File: config.mk
export PLATFORM = sky130hd
export DESIGN_NAME = sparc_exu_aludiv64
export DESIGN_NICKNAME = d
export VERILOG_FILES = /design/src/rtl/sparc_exu_aludiv64.sv
export SDC_FILE = /design/constraint.sdc
export NUM_CORES = 1
export LEC_CHECK = 0
export CORE_MARGIN = 4
export CORE_UTILIZATION = 58
export DETAILED_ROUTE_END_ITERATION = 10
export PLACE_DENSITY_LB_ADDON = 0.25
export SYNTH_ARGS = -nofsm -noshare
export SYNTH_HDL_FRONTEND = slang
export SYNTH_SLANG_ARGS = --single-unit
File: constraint.sdc
create_clock -name clk -period 6.29 [get_ports clk]
set_input_delay 1.5725 -clock clk [delete_from_list [all_inputs] [get_ports clk]]
set_output_delay 1.5725 -clock clk [all_outputs]
set_load 0.02 [all_outputs]
File: src/rtl/sparc_exu_aludiv64.sv
// 64-by-32 restoring divider for UDIV/SDIV: one quotient bit per cycle, with
// SPARC-style saturation on overflow and an explicit divide-by-zero flag.
module sparc_exu_aludiv64 (
  input  logic        clk,
  input  logic        arst_l,
  input  logic        div_start,
  input  logic        div_signed,
  input  logic [63:0] div_dividend,
  input  logic [31:0] div_divisor,
  input  logic        div_kill,
  input  logic        div_ack,
  output logic        div_busy,
  output logic        div_done,
  output logic [31:0] div_quot,
  output logic [31:0] div_rem,
  output logic        div_ovf,
  output logic        div_zero
);

  typedef enum logic [2:0] {IDLE, PREP, ITER, FIX, DONE} state_t;

  state_t      r_state;
  logic        r_signed;
  logic [63:0] r_dividend;
  logic [31:0] r_divisor;
  logic [31:0] r_absDivisor;
  logic [31:0] r_prem;
  logic [31:0] r_shift;
  logic [4:0]  r_cnt;
  logic        r_quotNeg;
  logic        r_remNeg;

  logic [63:0] w_absDividend;
  logic [31:0] w_absDivisor;
  logic        w_prepQuotNeg;
  logic [31:0] w_prepSat;
  logic [32:0] w_trial;
  logic        w_noBorrow;
  logic [31:0] w_diff;
  logic        w_fixOvf;
  logic [31:0] w_fixSat;

  assign w_absDividend = (r_signed && r_dividend[63]) ? (~r_dividend + 64'd1) : r_dividend;
  assign w_absDivisor  = (r_signed && r_divisor[31])  ? (~r_divisor + 32'd1)  : r_divisor;
  assign w_prepQuotNeg = r_signed & (r_dividend[63] ^ r_divisor[31]);
  assign w_prepSat     = !r_signed ? 32'hFFFF_FFFF :
                         (w_prepQuotNeg ? 32'h8000_0000 : 32'h7FFF_FFFF);

  // Trial subtract of the divisor from {partial remainder, next dividend bit};
  // the partial remainder stays below the divisor, so the low 32 bits suffice.
  assign w_trial    = {r_prem, r_shift[31]};
  assign w_noBorrow = (w_trial >= {1'b0, r_absDivisor});
  assign w_diff     = w_trial[31:0] - r_absDivisor;

  assign w_fixOvf = r_signed && (r_quotNeg ? (r_shift > 32'h8000_0000)
                                           : (r_shift > 32'h7FFF_FFFF));
  assign w_fixSat = r_quotNeg ? 32'h8000_0000 : 32'h7FFF_FFFF;

  always_ff @(posedge clk or negedge arst_l) begin
    if (!arst_l) begin
      r_state      <= IDLE;
      r_signed     <= 1'b0;
      r_dividend   <= '0;
      r_divisor    <= '0;
      r_absDivisor <= '0;
      r_prem       <= '0;
      r_shift      <= '0;
      r_cnt        <= '0;
      r_quotNeg    <= 1'b0;
      r_remNeg     <= 1'b0;
      div_busy     <= 1'b0;
      div_done     <= 1'b0;
      div_quot     <= '0;
      div_rem      <= '0;
      div_ovf      <= 1'b0;
      div_zero     <= 1'b0;
    end else if (div_kill) begin
      r_state  <= IDLE;
      div_busy <= 1'b0;
      div_done <= 1'b0;
      div_ovf  <= 1'b0;
      div_zero <= 1'b0;
    end else begin
      case (r_state)
        IDLE: begin
          if (div_start) begin
            r_signed   <= div_signed;
            r_dividend <= div_dividend;
            r_divisor  <= div_divisor;
            div_busy   <= 1'b1;
            r_state    <= PREP;
          end
        end
        PREP: begin
          r_absDivisor <= w_absDivisor;
          r_quotNeg    <= w_prepQuotNeg;
          r_remNeg     <= r_signed & r_dividend[63];
          if (r_divisor == 32'd0) begin
            div_zero <= 1'b1;
            div_ovf  <= 1'b0;
            div_quot <= '0;
            div_rem  <= '0;
            div_done <= 1'b1;
            r_state  <= DONE;
          end else if (w_absDividend[63:32] >= w_absDivisor) begin
            // Quotient cannot fit in 32 bits even before sign handling.
            div_zero <= 1'b0;
            div_ovf  <= 1'b1;
            div_quot <= w_prepSat;
            div_rem  <= '0;
            div_done <= 1'b1;
            r_state  <= DONE;
          end else begin
            r_prem  <= w_absDividend[63:32];
            r_shift <= w_absDividend[31:0];
            r_cnt   <= '0;
            r_state <= ITER;
          end
        end
        ITER: begin
          r_prem  <= w_noBorrow ? w_diff : {r_prem[30:0], r_shift[31]};
          r_shift <= {r_shift[30:0], w_noBorrow};
          r_cnt   <= r_cnt + 5'd1;
          if (r_cnt == 5'd31) begin
            r_state <= FIX;
          end
        end
        FIX: begin
          div_zero <= 1'b0;
          div_done <= 1'b1;
          r_state  <= DONE;
          if (w_fixOvf) begin
            div_ovf  <= 1'b1;
            div_quot <= w_fixSat;
            div_rem  <= '0;
          end else begin
            div_ovf  <= 1'b0;
            div_quot <= r_quotNeg ? (~r_shift + 32'd1) : r_shift;
            div_rem  <= r_remNeg  ? (~r_prem + 32'd1)  : r_prem;
          end
        end
        DONE: begin
          if (div_ack) begin
            div_done <= 1'b0;
            div_busy <= 1'b0;
            r_state  <= IDLE;
          end
        end
        default: begin
          div_busy <= 1'b0;
          div_done <= 1'b0;
          r_state  <= IDLE;
        end
      endcase
    end
  end

endmodule
==> impl_metrics.yaml, run 1 <==
critical_path:
  cp_max_fo: 31
  worst_path_max_delay_cell: "o21a_1"
  crit_path_end_kind: "register"
  timing.critical_path.mode_cell: "nand2_1"
  cp.arrival_ns: 6.21
  max_stage_delay_ns: 0.95
  worstPathCellList: "or4_1 -> or3_1 -> or4b_1 -> nor2_2 -> nand3b_1 -> a21boi_0 -> ha_1 -> nand4_1 -> nor4_1 -> nand2_1 -> nor3_1 -> nand2_1 -> nand3_1 -> o21a_1 -> o21ai_0 -> nand2_1"
  startpoint_type: "register"
  path_class: "register to register"
  cp.required_ns: 6.76
floorplanning:
  fp.dieH_um: 178
  die_width_um: 178
  die_area_mm2: 0.0317
  rows: 62
  start_util_pct: 58.7
  core_area_mm2: 0.0286
  pin_count: 170
routing:
  routed_wl_mm: 46.6
  drc: 0
  avgViaCountPerCell: 6.08
  vias: 14462
  ant_nets: 0
  first_pass_iters: 6
  drt-initial-drc-count: 1502
  wl_per_cell_um: 19.6
synthesis:
  ys_seq_area_share_pct: 40.4
  synthDistinctLibCells: 70
  synth_area_mm2: 0.0168
  synth_area_leaders: "dfrtp_1 40%, mux2_2 7.2%, xor2_1 5.7%, ha_1 5.2%, nand2_1 4.7%"
  ys_warn_count: 0
  synth-edff-count: 0
  syn_nets: 2019
  avgSynthCellArea_um2: 9.10
  async_flop_share_pct: 100
  synth-seq-cells: 271
  yosysTopAreaCellShare_pct: 40.4
  syn-instance-count: 1846
  synth.largest_area_cell: "dfrtp_1"
  ys.flop_type: "dfrtp_1"
outcome:
  status: "finished, final reports clean"
sta:
  tns_ns: 0
  period_needed_ns: 5.73
  final_max_slew_viol_count: 0
  fin_skew_ns: 0.0112
  fmaxAchievable_mhz: 174
  timing.final.crit_share_pct: 91.1
  whs_ns: 0.480
  setup_viol: 0
  relSlewSlack_pct: 22.3
  finalHoldViolations: 0
  worst_pin_slew_ns: 1.17
  rsz0062_at_grt: "false"
clock_network:
  h-tree-depth: 1
  cts_resized: 0
  clock_tree.root_cell: "clkbuf_16"
  clock_sinks: 271
  cts_buffers: 28
  postCtsHoldBufs: 0
  insertion_delay_ns: 0.55
  cts_tree: "built"
  cts_buffer_depth: 3
  path_clk_slew_ns: 0.06
  post-cts-setup-buffers: 0
pwr:
  cellPowerDensity_mw_per_mm2: 620
  p_leak_nw: 8.19
  ir_drop_uv: 275
global_route:
  grt_pass1_vias: 13513
  grt_max_degree: 131
  use_met1_pct: 45.7
  grt_overflow: 0
  grt_pass1_wl_mm: 73.7
  grt_usage_pct: 29.0
  met3_usage_pct: 5.15
  grt.busiest_layer: "met1"
  use_met2_pct: 41.8
  antenna_found_initial: 1
cells_and_area:
  diodes: 0
  fin_nets: 2148
  area.growth.synth_to_final_pct: 17.8
  final_cell_mix: "271 x dfrtp_1, 209 x nand2_1, 168 x clkdlybuf4s50_1"
  seq_area_mm2: 0.00678
  final_util_pct: 69.1
  final_common_cell: "dfrtp_1"
  multiInputGateArea_mm2: 0.00949
  drive_above_1_share_pct: 10.3
  fill_cells: 2203
flow_run:
  drv_cap: 0
worst_hold_path:
  min_path_type: "register to register"
placement:
  gp_congestion: 0.941
  portBuffers: 169
  post-dp-hpwl_mm: 35.0
metal layers:
| metal | routed length (µm) | vias up |
|---|---|---|
| met3 | 3900 | 71 |
| met2 | 19500 | 588 |
| li1 | - | 6884 |
| met4 | 937 | 2 |
| met1 | 22200 | 6917 |
| met5 | 11 | - |
worst paths after layout:
check / from / endpoint / slack (ns) / cells after the start
max in group asynchronous: arst_l / r_signed / 4.13 / 2
setup reg to reg: r_dividend[43] / div_quot[1] / 0.56 / 16
hold / removal: div_rem[24] / div_rem[24] / 0.48 / 2
min in group asynchronous: arst_l / div_rem[4] / 1.02 / 1
hold reg to reg: div_rem[24] / div_rem[24] / 0.48 / 2
setup / recovery: r_dividend[43] / div_quot[1] / 0.56 / 16
cells by family (layout without fill, tap and decap cells):
| kind of cell | count (synthesis) | count (layout) | share of synthesized area (%) |
|---|---|---|---|
| xor gates and xnor gates | 165 | 165 | 8.60 |
| AOI/OAI and AO/OA | 518 | 518 | 18.9 |
| and+or+nand+nor | 557 | 557 | 15.6 |
| muxes | 118 | 118 | 7.83 |
| buffers and inverters | 146 | 296 | 3.35 |
| DFF | 271 | 271 | 40.4 |
| adders and majority gates | 71 | 71 | 5.33 |
area by class of cell:
cell class                      instances  area share [%]
Clock buffer                           37            4.12
Clock inverter                         14           0.778
Inverter                               55            1.04
Multi-Input combinational cell       1429            47.9
Sequential cell                       271            34.3
Tap cell                              384            2.43
Timing Repair Buffer                  190            9.43
sequential cells by signal, summed over array words and instances (netlist names), 3 cells and up:
name	count
r_prem	32
r_divisor	32
div_quot	32
r_shift	32
r_dividend	64
div_rem	32
r_absDivisor	32
r_cnt	5
r_state	3
critical path: cells and delay by family, from the launching register on:
kind / cells / cell delay [ns]
simple gates: 12 / 3.39
compound gates: 3 / 1.61
flops: 1 / 0.41
fa+ha+maj: 1 / 0.25
power breakdown:
part / switching [mW] / internal [mW] / total [mW]
clock network: 0.689 / 1.03 / 1.72
registers: 1.13 / 2.49 / 3.62
logic: 3.96 / 2.99 / 6.94
metrics by stage:
| step | setup WS (ns) | area [µm²] | total power, mW | instances |
|---|---|---|---|---|
| 4_1_cts | 0.667 | 19800 | 12.2 | 2380 |
| 3_3_place_gp | 0.774 | 18800 | 10.2 | 2329 |
| 2_1_floorplan | 1.67 | 16800 | 8.29 | 1846 |
| 5_1_grt | 0.169 | 19800 | 13.2 | 2380 |
| 6_report | 0.559 | 19800 | 12.3 | 2380 |
| 3_5_place_dp | 0.703 | 18800 | 10.4 | 2329 |
synth_stat cells (all sizes together) (17+ instances only):
cell,count
or3,37
a21oi,128
mux2,107
o31ai,36
a21o,22
dfrtp,271
nand2,209
clkbuf,74
o22a,30
inv,55
nor4,20
xnor2,55
or4,19
nor2,159
nor3,28
buf,17
xor2,110
ha,70
o21ai,199
(Power assumes the default switching activity.)
==> inputs of run 2 (changes only) <==
Settings changed: PLACE_DENSITY from default to 0.81, PLACE_DENSITY_LB_ADDON 0.25 to default, SKIP_LAST_GASP from default to 1.
==> run 2 against run 1 <==
  * Core utilization is 0.31 points higher
  * Global-route usage is 0.26 points higher
  * Routed wire length is 0.31% higher
  * Setup slack better by 0.11 ns
  * Fmax is 2.0% higher
  * Sequential power hardly changed
  * Non-clock buffer count is 3 lower
  * Final cell count is 0.17% lower
  * Flip-flop and latch count stayed put
  * Cell area is 0.44% higher
  * Hold slack worse by 0.0012 ns
  * Clock power is 9.9% higher
==> impl_metrics.yaml, run 2 (same netlist as run 1, synthesis figures left out) <==
global_route:
  grt_max_degree: 132
  grt_pass1_vias: 13793
  grt_overflow: 0
  antenna_found_initial: 2
  grt_pass1_wl_mm: 74.5
  grt_usage_pct: 29.2
routing:
  wl_per_cell_um: 19.7
  vias: 14570
  first_pass_iters: 6
  routed_wl_mm: 46.7
  ant_nets: 0
  drt-initial-drc-count: 1471
  drc: 0
  avgViaCountPerCell: 6.13
critical_path:
  cp_max_fo: 30
  crit_family: "simple AND/OR/NAND/NOR gates"
  cp.arrival_ns: 6.12
  worst_path_max_delay_cell: "nor4_2"
  cp.required_ns: 6.79
  crit_path_end_kind: "register"
  startpoint_type: "register"
  worstPathCellList: "or3_1 -> or4_1 -> nor4_2 -> nand3_1 -> nor2_1 -> nand2_1 -> o21ai_1 -> xor2_1 -> ha_1 -> a21o_1 -> a21o_1 -> a221oi_1 -> o21ai_0 -> nor2_1 -> nand3_1 -> o21ai_2 -> or3_1 -> buf_4 -> o22a_1"
  path_class: "register to register"
  critPathBufInv: 1
  max_stage_delay_ns: 0.55
floorplanning:
  die_area_mm2: 0.0317
  die_width_um: 178
  fp.dieH_um: 178
  rows: 62
  start_util_pct: 58.7
  pin_count: 170
  core_area_mm2: 0.0286
worst_hold_path:
  min_path_type: "register to register"
clock_network:
  postCtsHoldBufs: 0
  post-cts-setup-buffers: 0
  insertion_delay_ns: 0.58
  clock_tree.root_cell: "clkbuf_16"
  path_clk_slew_ns: 0.07
  cts_buffers: 29
  cts_tree: "built"
  cts_buffer_depth: 3
  clock_sinks: 271
  h-tree-depth: 1
  cts_resized: 0
cells_and_area:
  largest_reg_flops: 64
  final_util_pct: 69.5
  final_common_cell: "dfrtp_1"
  fill_cells: 2186
  fin_nets: 2146
  drive_above_1_share_pct: 10.1
  regMostFlops: "r_dividend"
  final_area_mm2: 0.0199
  area.growth.synth_to_final_pct: 18.4
  diodes: 0
  final_cell_mix: "271 x dfrtp_1, 209 x nand2_1, 168 x clkdlybuf4s50_1"
sta:
  fin_skew_ns: 0.0189
  timing.final.crit_share_pct: 89.3
  final_max_slew_viol_count: 0
  setup_viol: 0
  tns_ns: 0
  worst_pin_slew_ns: 1.04
  fmaxAchievable_mhz: 178
  relSlewSlack_pct: 30.4
  period_needed_ns: 5.62
  finalHoldViolations: 0
  setup_ws_ns: 0.671
  rsz0062_at_grt: "false"
pwr:
  p_int_mw: 6.66
  p_clk_share_pct: 15.1
  power_frac_comb_pct: 55.9
  seq_power_share_pct: 29.0
  cellPowerDensity_mw_per_mm2: 627
  p_leak_nw: 8.20
  p_sw_share_pct: 46.6
  p_switching_mw: 5.81
  ir_drop_uv: 326
outcome:
  status: "finished, final reports clean"
placement:
  gp_congestion: 0.960
  place_area_mm2: 0.0188
  portBuffers: 169
  dpl_worst_slack_ns: 0.631
  post-dp-hpwl_mm: 35.0
flow_run:
  drv_cap: 0
-- run 2: cell types whose count changed in the layout (fill, tap and decap cells not counted), sizes merged --
cell      previous run  this run
clkbuf              37        34
clkinvlp             2         3
bufinv               3         7
inv                 56        57
clkinv               8         4
buf                 22        19
-- run 2: layout make-up --
cell class	count	area (µm²)	share of cell area [%]
multi-input cells	1429	9490	47.7
flip-flops and latches	271	6780	34.1
repair buffers	187	1870	9.40
clock buffers	34	764	3.85
well taps	384	480	2.42
clock inverters	16	289	1.45
inverters	55	206	1.04
-- run 2: power by group through the flow --
| stage | clock network (mW) | registers [mW] | logic, mW |
|---|---|---|---|
| floorplan | 0 | 3.30 | 4.99 |
| global placement | 0 | 3.52 | 6.63 |
| detailed placement | 0 | 3.58 | 6.80 |
| CTS | 1.91 | 3.56 | 6.87 |
| global route | 1.98 | 3.70 | 7.74 |
| finish | 1.89 | 3.61 | 6.97 |
-- run 2: worst paths after layout --
kind	from	cells after the start	end	slack (ns)
min	div_rem[26]	2	div_rem[26]	0.48
max in group asynchronous	arst_l	2	r_prem[30]	4.08
min reg2reg	div_rem[26]	2	div_rem[26]	0.48
min in group asynchronous	arst_l	1	div_rem[4]	0.97
max	r_divisor[3]	19	div_quot[15]	0.67
max reg2reg	r_divisor[3]	19	div_quot[15]	0.67
-- run 2: routing by layer --
layer,vias up,wire (µm),GRT usage [%]
li1,6880,-,-
met1,6899,20900,44.3
met2,693,19800,42.3
met3,94,4700,6.76
met4,4,1310,7.71
met5,-,18,0
-- run 2: through the flow --
stage | total power, mW | hold WS (ns) | cells
2_1_floorplan | 8.29 | 0.450 | 1846
3_3_place_gp | 10.2 | 0.463 | 2326
3_5_place_dp | 10.4 | 0.468 | 2326
4_1_cts | 12.3 | 0.488 | 2376
5_1_grt | 13.4 | 0.500 | 2376
6_report | 12.5 | 0.479 | 2376
-- run 2: worst min-delay path, cell delays in order (launching register included) --
cell and delay (ns):
dfrtp_1 0.34, nand2_1 0.05, o21ai_1 0.06
==> inputs of run 3 (changes only) <==
--- a/config.mk
+++ b/config.mk
@@ -10,2 +10,3 @@
 export DETAILED_ROUTE_END_ITERATION = 10
+export GPL_ROUTABILITY_DRIVEN = 0
 export PLACE_DENSITY = 0.81
--- a/constraint.sdc
+++ b/constraint.sdc
@@ -3,2 +3,2 @@
 set_output_delay 1.5725 -clock clk [all_outputs]
-set_load 0.02 [all_outputs]
+set_load 0.005 [all_outputs]
==> run 3 against run 2 <==
  * Final cell count hardly changed
  * Power is 2.6% lower
  * Clock skew is 0.0012 ns lower
  * Via count is 0.32% lower
  * Global-route usage is 0.84 points lower
  * Fmax is 1.0% lower
  * Highest routed layer unchanged
  * Sequential power hardly changed
  * Routed wire length is 2.5% lower
  * Critical endpoint is now div_quot[22]
  * Hold slack better by 0.0020 ns
  * Clock power is 7% lower
  * Largest power group unchanged
==> impl_metrics.yaml, run 3 (same netlist as run 1, synthesis figures left out) <==
clock_network:
  path_clk_slew_ns: 0.06
  cts_resized: 0
  cts_buffers: 28
  cts_buffer_depth: 3
  clock_sinks: 271
  h-tree-depth: 1
  postCtsHoldBufs: 0
  cts_tree: "built"
  clock_tree.root_cell: "clkbuf_16"
  insertion_delay_ns: 0.55
  post-cts-setup-buffers: 0
floorplanning:
  die_width_um: 178
  die_area_mm2: 0.0317
  rows: 62
  fp.dieH_um: 178
  pin_count: 170
  start_util_pct: 58.7
  core_area_mm2: 0.0286
pwr:
  cellPowerDensity_mw_per_mm2: 613
  p_leak_nw: 8.18
  finalPower_mw: 12.1
  ir_drop_uv: 300
global_route:
  grt_pass1_vias: 13977
  grt_max_degree: 116
  grt_usage_pct: 28.4
  grt_pass1_wl_mm: 73.1
  antenna_found_initial: 1
  grt_overflow: 0
routing:
  avgViaCountPerCell: 6.11
  vias: 14524
  wl_per_cell_um: 19.2
  drt-initial-drc-count: 1486
  drc: 0
  ant_nets: 0
  first_pass_iters: 6
  routed_wl_mm: 45.5
placement:
  placed_cells: 2327
  post-dp-hpwl_mm: 34.1
  portBuffers: 169
  dpl_worst_slack_ns: 0.717
  place_area_mm2: 0.0188
cells_and_area:
  seq_area_mm2: 0.00678
  final_area_mm2: 0.0198
  fin_cells: 2378
  diodes: 0
  drive_above_1_share_pct: 10.0
  fill_cells: 2194
  final_util_pct: 69.2
  final_common_cell: "dfrtp_1"
  largest_reg_flops: 64
  multiInputGateArea_mm2: 0.00949
  final_cell_mix: "271 x dfrtp_1, 209 x nand2_1, 168 x clkdlybuf4s50_1"
  regMostFlops: "r_dividend"
  area.growth.synth_to_final_pct: 17.9
  fin_nets: 2146
sta:
  timing.final.crit_share_pct: 90.3
  rsz0062_at_grt: "false"
  fin_skew_ns: 0.0177
  fmaxAchievable_mhz: 176
  finalHoldViolations: 0
  worst_pin_slew_ns: 1.13
  whs_ns: 0.481
  period_needed_ns: 5.68
  tns_ns: 0
  setup_ws_ns: 0.612
  setup_viol: 0
  relSlewSlack_pct: 24.6
  final_max_slew_viol_count: 0
flow_run:
  drv_cap: 0
critical_path:
  path_class: "register to register"
  rr_worst_depth: 15
  worstPathCellList: "or4_4 -> or3_1 -> nor4_1 -> nand2b_1 -> o41ai_1 -> xnor2_1 -> ha_1 -> a21oi_1 -> o21ai_0 -> a221oi_1 -> o21ai_0 -> nor2_1 -> nand3_1 -> o21a_1 -> o22a_1"
  worst_path_max_delay_cell: "o21a_1"
  max_stage_delay_ns: 0.67
  timing.critical_path.mode_cell: "o21ai_0"
  cp_max_fo: 31
  cp.arrival_ns: 6.10
  crit_path_end_kind: "register"
  cp.required_ns: 6.71
  startpoint_type: "register"
worst_hold_path:
  min_path_type: "register to register"
  hold-path-cell-count: 2
outcome:
  status: "finished, final reports clean"
-- run 3: changes by cell type in the layout (fill, tap and decap cells not counted), moves of 2 or more --
| cell | change |
|---|---|
| clkbuf_8 | +7 |
| clkbuf_1 | +2 |
| buf_4 | +2 |
| bufinv_16 | -4 |
| clkinv_4 | -2 |
-- run 3: path summary, 6_finish.rpt --
path / startpoint / to / slack (ns)
setup / recovery: r_dividend[21] / div_quot[22] / 0.61
hold / removal: div_rem[28] / div_rem[28] / 0.48
setup reg to reg: r_dividend[21] / div_quot[22] / 0.61
hold reg to reg: div_rem[28] / div_rem[28] / 0.48
max in group asynchronous: arst_l / div_quot[16] / 4.04
min in group asynchronous: arst_l / div_rem[3] / 1.09
-- run 3: report_power, final --
part           total, mW  switching [mW]  leakage, nW  internal (mW)
sequential          3.60            1.11         3.30           2.49
clock               1.76           0.689        0.482           1.07
combinational       6.79            3.80         4.40           3.00
-- run 3: final cells by class --
cell class	instances	area share, %
Clock buffer	43	4.38
Timing Repair Buffer	188	9.41
Multi-Input combinational cell	1429	47.9
Tap cell	384	2.43
Sequential cell	271	34.2
Clock inverter	8	0.606
Inverter	55	1.04
-- run 3: layer usage --
metal	vias up	GRT usage (%)	wire length [µm]
met1	6922	42.6	20500
met2	647	42.7	19700
li1	6869	-	-
met5	-	0	17
met3	84	4.90	4110
met4	2	7.77	1210
-- run 3: worst max-delay path, delay by kind of cell, from the launching register on --
kind | cells | cell delay (ns)
and+or+nand+nor | 6 | 2.44
AOI/OAI and AO/OA | 7 | 2.13
DFF | 1 | 0.41
adders and majority gates | 1 | 0.32
xor gates and xnor gates | 1 | 0.25
